**config.mk**
```make
export PLATFORM = sky130hd
export DESIGN_NAME = lfsr_matvec
export DESIGN_NICKNAME = d
export VERILOG_FILES = /design/src/rtl/lfsr_matvec.sv
export SDC_FILE = /design/constraint.sdc
export NUM_CORES = 1
export LEC_CHECK = 0
export CAP_MARGIN = 30
export CORE_AREA = 8 8 220 222
export DETAILED_ROUTE_END_ITERATION = 8
export DIE_AREA = 0 0 228 230
export GPL_TIMING_DRIVEN = 0
export PLACE_DENSITY_LB_ADDON = 0.15
export SLEW_MARGIN = 20
export SYNTH_ARGS = -nofsm -noshare
export SYNTH_HDL_FRONTEND = slang
export SYNTH_SLANG_ARGS = --single-unit
```
**constraint.sdc**
```tcl
create_clock -name clk -period 2.4 [get_ports clk]
set_clock_uncertainty 0.15 [all_clocks]
set_input_delay 0.48 -clock clk [delete_from_list [all_inputs] [get_ports clk]]
set_output_delay 0.48 -clock clk [all_outputs]
set_load 0.03 [all_outputs]
```
**src/rtl/lfsr_matvec.sv**
```systemverilog
// GF(2) matrix-vector multiplier: computes A*x one output bit per clock.
// The rows of A come from a Galois LFSR that starts at SEED, so A is never stored.
module lfsr_matvec #(
  parameter int             M    = 256,
  parameter int             N    = 128,
  parameter logic [N-1:0]   POLY = 'h87,
  parameter logic [N-1:0]   SEED = 'h1
) (
  input  logic          clk,
  input  logic          rst,
  input  logic [N-1:0]  x_in,
  output logic [M-1:0]  mlt_out,
  input  logic          req_valid,
  output logic          req_ready,
  output logic          req_busy,
  output logic          res_valid,
  input  logic          res_ready
);

  localparam int CW = (M > 1) ? $clog2(M) : 1;
  localparam logic [CW-1:0] LAST = CW'(M - 1);

  typedef enum logic [1:0] {
    IDLE,
    RUN,
    DONE
  } state_t;

  state_t         state;
  logic [CW-1:0]  cnt;
  logic [N-1:0]   row;
  logic [N-1:0]   x_lat;
  logic [N-1:0]   row_next;
  logic           row_par;

  always_comb begin
    row_next = {row[N-2:0], 1'b0} ^ (row[N-1] ? POLY : '0);
    row_par  = ^(row & x_lat);
  end

  always_ff @(posedge clk) begin
    if (rst) begin
      state     <= IDLE;
      cnt       <= '0;
      row       <= SEED;
      x_lat     <= '0;
      mlt_out   <= '0;
      req_ready <= 1'b1;
      req_busy  <= 1'b0;
      res_valid <= 1'b0;
    end else begin
      case (state)
        IDLE: begin
          if (req_valid) begin
            x_lat     <= x_in;
            row       <= SEED;
            cnt       <= '0;
            mlt_out   <= '0;
            req_ready <= 1'b0;
            req_busy  <= 1'b1;
            state     <= RUN;
          end
        end
        RUN: begin
          mlt_out[cnt] <= row_par;
          row          <= row_next;
          cnt          <= cnt + 1'b1;
          // The final bit lands on this same edge, so the result is complete in DONE.
          if (cnt == LAST) begin
            req_busy  <= 1'b0;
            res_valid <= 1'b1;
            state     <= DONE;
          end
        end
        DONE: begin
          if (res_ready) begin
            res_valid <= 1'b0;
            req_ready <= 1'b1;
            state     <= IDLE;
          end
        end
        default: state <= IDLE;
      endcase
    end
  end

endmodule

```
; Word level (Yosys, flattened, before mapping)
; Index checks and enable logic that the tools add are counted.
; W data, S select, Z words.
[classes]
n_reduce_logical = 12
magnitude_cmp = 2
n_eq_ne = 6
addsub = 1
n_mux = 23
bitwise = 2
[ops]
columns = cell, count
row1 = $pmux W256 S2, 1
row2 = $bwmux W256, 1
row3 = $mux W256, 1
row4 = $pmux W128 S2, 1
row5 = $and A128 B128 Y128, 1
row6 = $mux W128, 1
row7 = $reduce_xor A128 Y1, 1
row8 = $xor A128 B8 Y128, 1
row9 = $mux W8, 2
row10 = $pmux W8 S2, 1
row11 = $reduce_and A3 Y1, 4
row12 = $lt A8 B9 Y1 const B, 1
row13 = $add A8 B1 Y8 const B, 1
row14 = $demux W1 S8, 1
row15 = $eq A8 B8 Y1 const B, 1
row16 = $ge A8 B1 Y1 const B, 1
row17 = $mux W1, 7
row18 = $mux W2, 3
row19 = $ne A2 B2 Y1 const B, 3
row20 = $pmux W1 S2, 3
row21 = $pmux W2 S3, 1
row22 = $reduce_bool A2 Y1, 3
row23 = $reduce_and A2 Y1, 2
row24 = $eq A2 B1 Y1 const B, 1
row25 = 3 further kinds, 3
[word_totals]
wordCells = 54
ff_bits = 525
out_inout_bits = 259
in_bits = 132

; Depth between registers and ports, before layout
[logic_depth]
depth_word = 6
ltp_mapped = 12
depth_no_buf = 9

; Worst setup path before layout
; Ideal clock, no wire load.
[synth_timing]
kind = register to register
from = register row[127]
to = register mlt_out[14]
stages_incl_launch_ff = 13
path_slack_ns = -0.001
t_arrival_ns = 2.150
setup_time_ns = 0.101
synth_period_minus_slack_ns = 2.401
required_time_ns = 2.149
n_path_buf = 3
path_cell_list = dfxtp_1 -> buf_2 -> nand2_1 -> xnor2_1 -> xnor2_1 -> xnor2_1 -> xnor2_1 -> xnor2_1 -> xnor2_1 -> xnor2_1 -> buf_4 -> buf_6 -> o41ai_1
[synth_via]
elab_chain_len = 4
[synth_rtl]
columns = item, line
row1 = "start, declared", 31  ; logic [N-1:0] row;
row2 = "start signal, assigned", 66  ; row <= row_next;
row3 = $and A128 B128 Y128, 38  ; row_par = ^(row & x_lat);
row4 = $reduce_xor A128 Y1, 38
row5 = $bwmux W256, 65  ; mlt_out[cnt] <= row_par;
row6 = $pmux W256 S2, 52  ; case (state)
row7 = "end signal, assigned by index", 65
row8 = "end, declared", 12  ; output logic [M-1:0] mlt_out,
; Every way passes these cells.
; A chain may end at the register's enable or synchronous reset.

; Worst setup path in the final report
[layout_timing]
from = register row[61]
to = register mlt_out[44]
; Same word-level chain as after synthesis.

==> run summary <==
Required @ worst endpoint = 2.74 ns
Pint = 14.37 mW
Leak = 10.07 nW
Hold Violations, Final = 0
die height = 230 µm
Final Max Slew Viols = 0
Final WS setup = -0.5282 ns
most used cell, CP = xnor2_1
period utilisation layout = 1.220
RSZ-0062 raised after global routing = true
TritonRoute pass-1 iters = 5
Gate power share = 0.071
Bufs and invs on worst path = 2
WL/cell = 25.03 µm
synthesized cell area = 20,750 µm²
status = complete, but fails checks
violated checks = negative setup slack
worst-path maximum fanout = 10
vias in the first global route = 20,120
drt total wl = 82.44 mm
Max Clk Rate = 341.5 MHz
clock buffer depth = 3
later-pin clock latency in the skew report = 0.61 ns
Die W = 228 µm
DR DRC count = 0
io pins = 391
maximum VDD drop = 0.6356 mV
# H-tree levels = 2
count of state elements after synthesis = 525
Flop pwr share = 0.473
CTS tree = built
# diodes = 0
crit-path leading delay family = XOR/XNOR gates
clock period minus worst slack = 2.928 ns
Yosys cell types = 31
DRT iter0 DRCs = 2,003
CTS clk-pin slew, worst paths = 0.06 ns
Setup CP Type = reg -> reg
gpl congestion = 0.9545
Synth Net Count = 2,322
Critical Path AT = 3.27 ns
die area = 52,440 µm²
grt ovf = 0
CORE AREA = 44,890 µm²
share of layout cells above drive strength 1 = 0.1347
Num CTS Buffers = 54
crit path capture type = flip-flop
setup TNS = -112.84 ns
pwr dens = 655.8 nW/µm²
net switching power = 4.494 mW
total track usage = 0.2961
DR vias/cell = 6.158
initial core utilization = 0.4621
Port-buffer cells = 389
remaining antenna violation count = 0
P&R area growth vs syn = 38.68%
Startpoint Class = flip-flop
DP HPWL = 59.24 mm
Largest stage delay, worst path = 0.40 ns
Worst-Margin Slew = 1.157 ns
Cells after Synth = 2,186
worst hold path type = in -> reg
first-pass GRT wire length = 122.4 mm
mean area per synthesized cell = 9.490 µm²
Net Sw Frac = 0.2382
CTS sink cnt = 525
fin nets = 2,791
Max Cap Viol = 0
antenna violations before repair = 1
Finish-stage setup viols = 333
worst hold margin = 0.2641 ns
pin count of the biggest net entering global routing = 14
vias = 20,290
# rows = 78
register area share after synthesis = 0.5066
CP max stage cell = o41ai_2
Rel. slew slack = 0.2289
worst path cell trace = nand2_1, xnor2_1, xnor2_1, xnor2_1, xnor2_1, xnor2_1, xnor2_2, xnor2_4, buf_8, buf_6, o41ai_2
clock root buffer = clkbuf_16
Synth warnings = 0
clock network fraction of total power = 0.455
power groups by stage:
stage / combinational (mW) / sequential (mW) / clock (mW)
floorplan: 0.669 / 9.10 / 0
global placement: 1.20 / 9.11 / 0
detailed placement: 1.23 / 9.12 / 0
CTS: 1.30 / 8.93 / 8.64
global route: 1.43 / 8.94 / 8.98
finish: 1.35 / 8.93 / 8.59
Yosys cell counts (all sizes together):
cell type	instances	share of area
nand2b	7	0.0021
nand4	4	0.0012
nand3	13	0.0031
o21bai	1	0.00036
o211a	1	0.00048
nor3	2	0.00048
buf	34	0.014
nor2	24	0.0043
o211ai	255	0.092
dfxtp	525	0.51
a21oi	138	0.033
clkbuf	215	0.039
a22o	125	0.053
o31ai	1	0.00036
o21ai	2	0.00048
and2	1	0.00030
nand3b	1	0.00036
nor2b	6	0.0018
nand2	430	0.078
inv	2	0.00036
ha	4	0.0024
and3	2	0.00060
o41ai	255	0.11
xnor2	97	0.041
or2	1	0.00030
xor2	37	0.016
nor4	1	0.00030
or3	2	0.00060
cells in the final DEF (no fill, tap or decap), drive strengths merged:
cell / count
nand2: 430
nand2b: 7
xor2: 37
clkdlybuf4s50: 389
o21bai: 1
or3: 2
nor3: 2
a21oi: 138
a22o: 125
dfxtp: 525
o211ai: 255
o21ai: 2
and2: 1
and3: 2
nand4: 4
or2: 1
buf: 59
bufinv: 5
nor2b: 6
nand3: 13
clkbuf: 298
inv: 3
o41ai: 255
ha: 4
o211a: 1
o31ai: 1
nor4: 1
nand3b: 1
clkinv: 5
xnor2: 97
nor2: 24
worst paths after layout:
check	start	end	slack [ns]	cells after the start
max	row[61]	mlt_out[44]	-0.53	11
min	x_in[77]	x_lat[77]	0.26	3
min reg2reg	x_lat[108]	x_lat[108]	0.30	2
max reg2reg	row[61]	mlt_out[44]	-0.53	11
kinds of logic after synthesis:
kind of cell,Yosys count,share of synthesized area
flops,525,0.5066
compound gates,778,0.2877
buf+inv,251,0.05337
fa+ha+maj,4,0.002412
simple gates,494,0.09336
xor+xnor,134,0.05657
per-layer routing:
layer  vias up  GRT usage  wire length [µm]
met5         -          0                13
met4         2     0.1452              4023
li1       9100          -                 -
met2      1079     0.4917             38510
met3       236    0.07141              7118
met1      9868     0.3572             32780
final cells by class:
class / instances / area (µm²)
Buffer: 249 / 1196
Clock buffer: 84 / 1595
Clock inverter: 11 / 183.9
Fill cell: 3661 / 16120
Inverter: 2 / 7.507
Multi-Input combinational cell: 1410 / 10320
Sequential cell: 525 / 10570
Tap cell: 600 / 750.7
Timing Repair Buffer: 413 / 4149
flip-flops by register name, indices dropped and copies added, names as in the netlist:
signal     cells
row          128
req_ready      1
x_lat        128
state          2
res_valid      1
cnt            8
mlt_out      256
req_busy       1
stage by stage:
step	instance area (µm²)	power [mW]	util	instances	setup WS, ns
global placement	25390	10.32	0.5656	3175	-1.560
global route	28770	19.36	0.6409	3294	-0.6567
detailed placement	25510	10.35	0.5683	3185	-1.070
finish	28770	18.87	0.6409	3294	-0.5282
CTS	28230	18.87	0.6289	3287	-0.3880
floorplan	20750	9.766	-	2186	0.01787
timing repair:
action,4_1_cts,5_1_grt
buffers inserted,7,0
pin swaps,27,7
hold buffers,0,0
resized for setup,180,80
endpoints found under the setup margin,476,444
worst min-delay path, stage by stage:
cell and delay, ns:
clkdlybuf4s50_1 0.39, nand2_1 0.05, a21oi_1 0.05
Note: power is estimated with default switching activity, not from simulation.
